**src/rtl/instr_pkg.sv**
```systemverilog
// Shared MIPS field widths, format codes and packing helpers for the
// instruction packer and anything that needs to build instruction words.
package instr_pkg;

   localparam int unsigned OP_W    = 6;
   localparam int unsigned REG_W   = 5;
   localparam int unsigned FUNC_W  = 6;
   localparam int unsigned IMM16_W = 16;
   localparam int unsigned IMM26_W = 26;

   localparam logic [1:0] FMT_R   = 2'b00;
   localparam logic [1:0] FMT_I   = 2'b01;
   localparam logic [1:0] FMT_J   = 2'b10;
   localparam logic [1:0] FMT_BAD = 2'b11;

   function automatic logic [31:0] pack_r(
      input logic [OP_W-1:0]   op,
      input logic [REG_W-1:0]  rs,
      input logic [REG_W-1:0]  rt,
      input logic [REG_W-1:0]  rd,
      input logic [REG_W-1:0]  sh,
      input logic [FUNC_W-1:0] fn
   );
      return {op, rs, rt, rd, sh, fn};
   endfunction

   function automatic logic [31:0] pack_i(
      input logic [OP_W-1:0]    op,
      input logic [REG_W-1:0]   rs,
      input logic [REG_W-1:0]   rt,
      input logic [IMM16_W-1:0] imm
   );
      return {op, rs, rt, imm};
   endfunction

   function automatic logic [31:0] pack_j(
      input logic [OP_W-1:0]    op,
      input logic [IMM26_W-1:0] tgt
   );
      return {op, tgt};
   endfunction

endpackage

```
**src/rtl/sync_fifo.sv**
```systemverilog
// Registered synchronous FIFO with occupancy count and synchronous clear.
// Read data is taken from storage only, so there is no write-to-read bypass.
module sync_fifo #(
   parameter int unsigned WIDTH = 32,
   parameter int unsigned DEPTH = 4
) (
   input  logic                     clk,
   input  logic                     rst_n,
   input  logic                     clear,
   input  logic                     wr_en,
   input  logic [WIDTH-1:0]         wr_data,
   input  logic                     rd_en,
   output logic [WIDTH-1:0]         rd_data,
   output logic                     full,
   output logic                     empty,
   output logic [$clog2(DEPTH):0]   count
);

   localparam int unsigned AW = $clog2(DEPTH);

   logic [WIDTH-1:0] r_mem [DEPTH];
   logic [AW-1:0]    r_wr_ptr;
   logic [AW-1:0]    r_rd_ptr;
   logic [AW:0]      r_count;
   logic             w_wr;
   logic             w_rd;

   assign full  = (r_count == (AW+1)'(DEPTH));
   assign empty = (r_count == '0);
   assign count = r_count;
   assign w_wr  = wr_en && !full && !clear;
   assign w_rd  = rd_en && !empty && !clear;

   always_ff @(posedge clk or negedge rst_n) begin
      if (!rst_n) begin
         r_wr_ptr <= '0;
         r_rd_ptr <= '0;
         r_count  <= '0;
      end else if (clear) begin
         r_wr_ptr <= '0;
         r_rd_ptr <= '0;
         r_count  <= '0;
      end else begin
         if (w_wr) r_wr_ptr <= r_wr_ptr + 1'b1;
         if (w_rd) r_rd_ptr <= r_rd_ptr + 1'b1;
         case ({w_wr, w_rd})
            2'b10:   r_count <= r_count + 1'b1;
            2'b01:   r_count <= r_count - 1'b1;
            default: r_count <= r_count;
         endcase
      end
   end

   always_ff @(posedge clk) begin
      if (w_wr) r_mem[r_wr_ptr] <= wr_data;
   end

   // Storage contents are undefined until written, so hide them while empty.
   assign rd_data = empty ? '0 : r_mem[r_rd_ptr];

endmodule

```
**src/rtl/instr_packer.sv**
```systemverilog
// Packs MIPS R/I/J fields into 32-bit instruction words, buffers them and
// drains them tagged with a running byte address.
module instr_packer
   import instr_pkg::*;
#(
   parameter int unsigned DEPTH     = 4,
   parameter logic [31:0] BASE_ADDR = 32'h0000_3000
) (
   input  logic                    clk,
   input  logic                    rst_n,
   input  logic                    flush,
   input  logic                    in_valid,
   output logic                    in_ready,
   input  logic [1:0]              fmt,
   input  logic [5:0]              opCode,
   input  logic [4:0]              rs_25_21,
   input  logic [4:0]              rt_20_16,
   input  logic [4:0]              rd_15_11,
   input  logic [4:0]              shamt,
   input  logic [5:0]              func,
   input  logic [15:0]             imm16,
   input  logic [25:0]             imm26,
   output logic                    out_valid,
   input  logic                    out_ready,
   output logic [31:0]             out_instr,
   output logic [31:0]             out_addr,
   output logic [$clog2(DEPTH):0]  count,
   output logic                    err
);

   logic [31:0] w_packed;
   logic        w_accept;
   logic        w_push;
   logic        w_pop;
   logic        w_full;
   logic        w_empty;
   logic [31:0] r_addr;
   logic        r_err;

   always_comb begin
      w_packed = '0;
      case (fmt)
         FMT_R:   w_packed = pack_r(opCode, rs_25_21, rt_20_16, rd_15_11, shamt, func);
         FMT_I:   w_packed = pack_i(opCode, rs_25_21, rt_20_16, imm16);
         FMT_J:   w_packed = pack_j(opCode, imm26);
         default: w_packed = '0;
      endcase
   end

   assign in_ready  = !w_full;
   assign out_valid = !w_empty;
   assign w_accept  = in_valid && in_ready && !flush;
   assign w_push    = w_accept && (fmt != FMT_BAD);
   assign w_pop     = out_valid && out_ready && !flush;

   sync_fifo #(
      .WIDTH (32),
      .DEPTH (DEPTH)
   ) u_fifo (
      .clk     (clk),
      .rst_n   (rst_n),
      .clear   (flush),
      .wr_en   (w_push),
      .wr_data (w_packed),
      .rd_en   (w_pop),
      .rd_data (out_instr),
      .full    (w_full),
      .empty   (w_empty),
      .count   (count)
   );

   // An illegal-format handshake still completes; it only latches err.
   always_ff @(posedge clk or negedge rst_n) begin
      if (!rst_n) begin
         r_addr <= BASE_ADDR;
         r_err  <= 1'b0;
      end else if (flush) begin
         r_addr <= BASE_ADDR;
         r_err  <= 1'b0;
      end else begin
         if (w_pop) r_addr <= r_addr + 32'd4;
         if (w_accept && (fmt == FMT_BAD)) r_err <= 1'b1;
      end
   end

   assign out_addr = r_addr;
   assign err      = r_err;

endmodule

```
**config.mk**
```make
export PLATFORM = sky130hd
export DESIGN_NAME = instr_packer
export DESIGN_NICKNAME = d
export VERILOG_FILES = /design/src/rtl/instr_pkg.sv /design/src/rtl/sync_fifo.sv /design/src/rtl/instr_packer.sv
export SDC_FILE = /design/constraint.sdc
export NUM_CORES = 1
export LEC_CHECK = 0
export CAP_MARGIN = 20
export CORE_ASPECT_RATIO = 0.7
export CORE_MARGIN = 2
export CORE_UTILIZATION = 54
export CTS_CLUSTER_DIAMETER = 120
export DETAILED_ROUTE_END_ITERATION = 6
export PLACE_DENSITY = 0.83
export SYNTH_ARGS = -nofsm -noshare
export SYNTH_HDL_FRONTEND = slang
export SYNTH_SLANG_ARGS = --single-unit
export TNS_END_PERCENT = 1
```
**constraint.sdc**
```tcl
create_clock -name clk -period 7 [get_ports clk]
set_input_delay 1.4 -clock clk [delete_from_list [all_inputs] [get_ports clk]]
set_output_delay 1.4 -clock clk [all_outputs]
set_load 0.005 [all_outputs]
```
## Word level (Yosys, flattened, before mapping)

Memory sizes are Yosys's and may differ from the RTL's.
Index checks and enable logic that the tools add are counted.

- Add/sub/neg operators: 5
- Shift-type cells: 0
- Equal/unequal tests: 7
- Reduce and logical (&&, ||, !) cells: 20
- Magnitude comparators: 0
- Divide/modulo/power cells: 0
- Bitwise operators: 0
- Multipliers: 0
- Mux-type cells: 14

Operators with widths:

| cell | count |
|---|---|
| 2-to-1 mux 32 bit | 3 |
| case mux 32 bit (3 select lines) | 1 |
| adder 32 x 3 -> 32 bit (second input constant) | 1 |
| logical AND 1 bit | 10 |
| 2-to-1 mux 2 bit | 4 |
| nonzero test 2 bit | 4 |
| == test 2 bit (second input constant) | 3 |
| case mux 3 bit (2 select lines) | 1 |
| adder 2 x 1 -> 2 bit (second input constant) | 2 |
| == test 2 x 1 -> 1 bit (second input constant) | 2 |
| 2-to-1 mux 1 bit | 4 |
| adder 3 x 1 -> 3 bit (second input constant) | 1 |
| == test 3 bit (second input constant) | 1 |
| logical NOT 1 bit | 3 |
| logical NOT 3 bit | 1 |
| 2-to-1 mux 3 bit | 1 |
| nonzero test 3 bit | 1 |
| subtractor 3 x 1 -> 3 bit (second input constant) | 1 |
| logical NOT 2 bit | 1 |
| != test 2 bit (second input constant) | 1 |

- Memory bits (read-only): 0
- Logic and storage cells: 52
- Bits in registers: 40
- Bits in writable memories: 128
- Memories kept: 1
- Input port bits: 81
- Bits in latches: 0

Memories:

| memory | depth | bits a word | rd ports | clocked after memory_dff | wr ports | RTL line | source |
|---|---|---|---|---|---|---|---|
| u_fifo.r_mem | 4 | 32 | 1 | 0 | 1 | sync_fifo.sv:21 | `logic [WIDTH-1:0] r_mem [DEPTH];` |

## Logic depth before layout (Yosys ltp)

- Word-level depth: 10
- Gate-level depth with buffers: 9
- Depth with buffers taken out: 8

## By module

From an unflattened synthesis, not the netlist that was laid out.

- Cells, all modules: 534
- Area total of the unflattened synthesis: 7,609.8 µm²

Modules (own cells, without submodules):

| module | area an instance (µm²) | seq. area each (µm²) | instances | cells an instance |
|---|---|---|---|---|
| sync_fifo | 5,474.0 | 4,018.9 | 1 | 268 |
| instr_packer | 2,135.8 | 778.2 | 1 | 266 |

## Worst setup path after synthesis

No wires, ideal clock.

- Path type: input to register
- Start: input port fmt[0]
- End: memory u_fifo.r_mem[0][0], enable pin
- Arrival: 3.088 ns
- Path buffers: 1
- Path slack: 3.520 ns
- Required time: 6.608 ns
- Stages: 5
- Path through: clkbuf_1 nand2_1 nand3_1 nor2_1 and2_1

- Cells in the longest elaborated chain, start to end: 6

RTL lines:

| item | RTL line | source |
|---|---|---|
| from (decl) | instr_packer.sv:14 | `input logic [1:0] fmt,` |
| != test 2 bit | instr_packer.sv:53 | `assign w_push = w_accept && (fmt != FMT_BAD);` |
| logical AND 1 bit | instr_packer.sv:53 |  |
| logical AND 1 bit (2 in series) | sync_fifo.sv:31 | `assign w_wr = wr_en && !full && !clear;` |
| 2-to-1 mux 1 bit | sync_fifo.sv:55 | `if (w_wr) r_mem[r_wr_ptr] <= wr_data;` |
| 2-to-1 mux 1 bit (implied by the code) | sync_fifo.sv:55 |  |
| to (decl) | sync_fifo.sv:21 |  |

No other way between the ends.

## Final worst setup path

- Start: register u_fifo.r_rd_ptr[0]
- End: output port out_instr[4]

- Cells in the longest elaborated chain, start to end: 2

RTL lines:

| item | RTL line | source |
|---|---|---|
| from (decl) | sync_fifo.sv:23 | `logic [AW-1:0] r_rd_ptr;` |
| from (signal assigned) | sync_fifo.sv:45 | `if (w_rd) r_rd_ptr <= r_rd_ptr + 1'b1;` |
| memory read (4 x 32 bit) | - |  |
| 2-to-1 mux 32 bit | sync_fifo.sv:59 | `assign rd_data = empty ? '0 : r_mem[r_rd_ptr];` |
| to (decl) | instr_packer.sv:25 | `output logic [31:0] out_instr,` |

No other way between the ends.

==> reports/metrics.cfg <==
[place]
place_area_um2=9070
placed_cells=832
post-place-ws_ns=2.93
place_congestion=0.836
portBuffers=148
dpl.hpwl_um=11100

[sta]
post-route-period-util=0.597
setup_viol=0
hold_slack_ns=0.510
skew_ns=0.0101
fmax_ghz=0.239
layout_setup_ws_ns=2.82
tns_ns=0
rsz0062_at_grt=false
tightest_slew_ns=0.904
slew_violations=0
slew_headroom=0.397
finalHoldViolations=0
period_needed_ns=4.18

[finish]
final_cells=865
diodes=0
fillers=831
multi_input_area_um2=2460
final_net_count=755
drive_gt1_frac=0.126
final_cell_mix=148 x clkdlybuf4s50_1, 128 x edfxtp_1, 43 x nand2_1
syn_to_final_growth_pct=30.4
layout_commonest_cell=clkdlybuf4s50_1
seqCellArea_um2=4800
final_area_um2=9720
fin_util=0.730

[global_routing]
grt_pass1_wl_um=26600
grt_pass1_vias=5053
antenna_found_initial=0
grt.overflow.total=0
grt_usage=0.243
grt_max_degree=47

[yosys]
seq_area_frac_synth=0.644
synth_top_cell_by_area=edfxtp_1
synth_warnings=0
synth_area_um2=7450
synth_area_leaders=edfxtp_1 52%, dfrtp_1 12%, mux4_2 9.7%
postSynthAreaPerCell_um2=14.2
synth_top_flop_cell=edfxtp_1
synth_top_cell_area_share=0.516
synth_edf_count=128
synth.distinct_cells=37
syn_inst=525
async_flop_share=0.229
ys_ff_latch=166

[power_and_ir_drop]
p_leak_nw=3.39
seq_power_share=0.411
p_clk_frac=0.329
swShare=0.256
switchingPower_mw=0.735
p_comb_frac=0.260
ir_drop_uv=212
power_density_nw_per_um2=295
p_int_mw=2.13
p_total_mw=2.87

[setup_path]
startpoint=u_fifo.r_rd_ptr[0]$_DFFE_PN0P_
cp-end-kind=primary output
cp_max_fo=19
rr_startpoint=u_fifo.count[0]$_DFFE_PN0P_
arrival_ns=2.78
r2r_cells=4
start_kind=flop
crit_end=out_instr[4]
crit_required_ns=5.60
worstReg2RegEnd=out_addr[30]$_DFFE_PN0N_
r2r_setup_slack_ns=4.39
setup.worst_path.class=reg -> out

[flow_run]
max_cap_viol_count=0

[floorplan]
ios=151
fp.dieH_um=102
die_area_um2=14800
rows=35
core_area_um2=13300
start_util=0.560
die_x_um=144

[status]
status=finished clean

[drt]
drc=0
finalWirelength_um=17100
viasPerCell=5.79
post_drt_wl_per_cell_um=19.7
drt_first_pass_iters=5
drtAntennaViolNets=0
via_count=5010
drtIter0Drc=415

[clock_tree]
ctsResizeCount=0
post_cts_buffers=0
cts-root-buf=clkbuf_16
clkSlewWorstSetupHoldPaths_ns=0.06
holdBufCountCts=0
cts_tree=done
clockBufferDepth=2
cts_made_buffers=17
clock_latency_ns=0.42
cts.sinks=166
htree_levels=4

[worst_hold_path]
min_path_type=reg -> reg

==> cells by family (layout without fill, tap and decap cells) <==
kind of cell,after synthesis,count (layout),synth area share
buffers and inverters,50,204,0.0280
and+or+nand+nor,170,170,0.124
muxes,56,56,0.130
AOI/OAI and AO/OA,64,64,0.0489
DFF,166,166,0.644
xor gates and xnor gates,12,12,0.0141
adders and majority gates,6,6,0.0111
other,1,2,0.000503
==> registers in the layout (all words and copies together) (netlist names) <==
name,count
u_fifo.r_mem,128
out_addr,30
u_fifo.count,3
u_fifo.r_rd_ptr,2
u_fifo.r_wr_ptr,2
err,1
==> worst min path at each step <==
stage	startpoint	slack, ns	depth (start not counted)	end
floorplan	err$_DFFE_PN0P_	0.49	2	err$_DFFE_PN0P_
global placement	err$_DFFE_PN0P_	0.50	2	err$_DFFE_PN0P_
detailed placement	err$_DFFE_PN0P_	0.51	2	err$_DFFE_PN0P_
CTS	err$_DFFE_PN0P_	0.52	2	err$_DFFE_PN0P_
global route	out_addr[26]$_DFFE_PN0N_	0.58	2	out_addr[26]$_DFFE_PN0N_
finish	err$_DFFE_PN0P_	0.51	2	err$_DFFE_PN0P_
==> cell usage after synthesis (3+ instances only) <==
master	n
mux2i_1	19
nor4_1	4
xor2_1	4
o31ai_1	10
dfrtp_1	36
ha_1	5
inv_1	18
nor3_1	3
mux4_2	32
edfxtp_1	128
or4_1	11
clkbuf_1	21
xnor2_1	8
or3_1	9
nor2b_1	7
nand2_1	43
mux2_2	5
o21ai_0	33
buf_2	5
and3_1	3
nand4_1	10
a21oi_1	17
nand3_1	6
and4_1	4
buf_1	3
and2_1	46
nor2_1	20
==> area by class of cell <==
class	instances	area share
clock buffers	17	0.0438
clock inverters	14	0.0182
inverters	18	0.00695
multi-input cells	310	0.253
flip-flops and latches	166	0.494
well taps	185	0.0238
repair buffers	155	0.161
==> power by group through the flow <==
stage               registers [mW]  logic (mW)  clock network (mW)
floorplan                     1.16       0.360                   0
global placement              1.19       0.692                   0
detailed placement            1.20       0.711                   0
CTS                           1.18       0.722               0.956
global route                  1.19       0.803               0.997
finish                        1.18       0.746               0.942
==> routing by layer <==
layer  vias up  wire, um  track usage
met1      2519      7130        0.321
li1       2253         -            -
met5         -         0            0
met2       210      8700        0.412
met4         0       328       0.0926
met3        28       924       0.0398
==> critical path, cell delays in order (launching register included) <==
cell	delay, ns
dfrtp_2	0.68
buf_4	0.46
mux4_2	0.56
and2_1	0.19
clkdlybuf4s50_1	0.45
(Power assumes the default switching activity.)
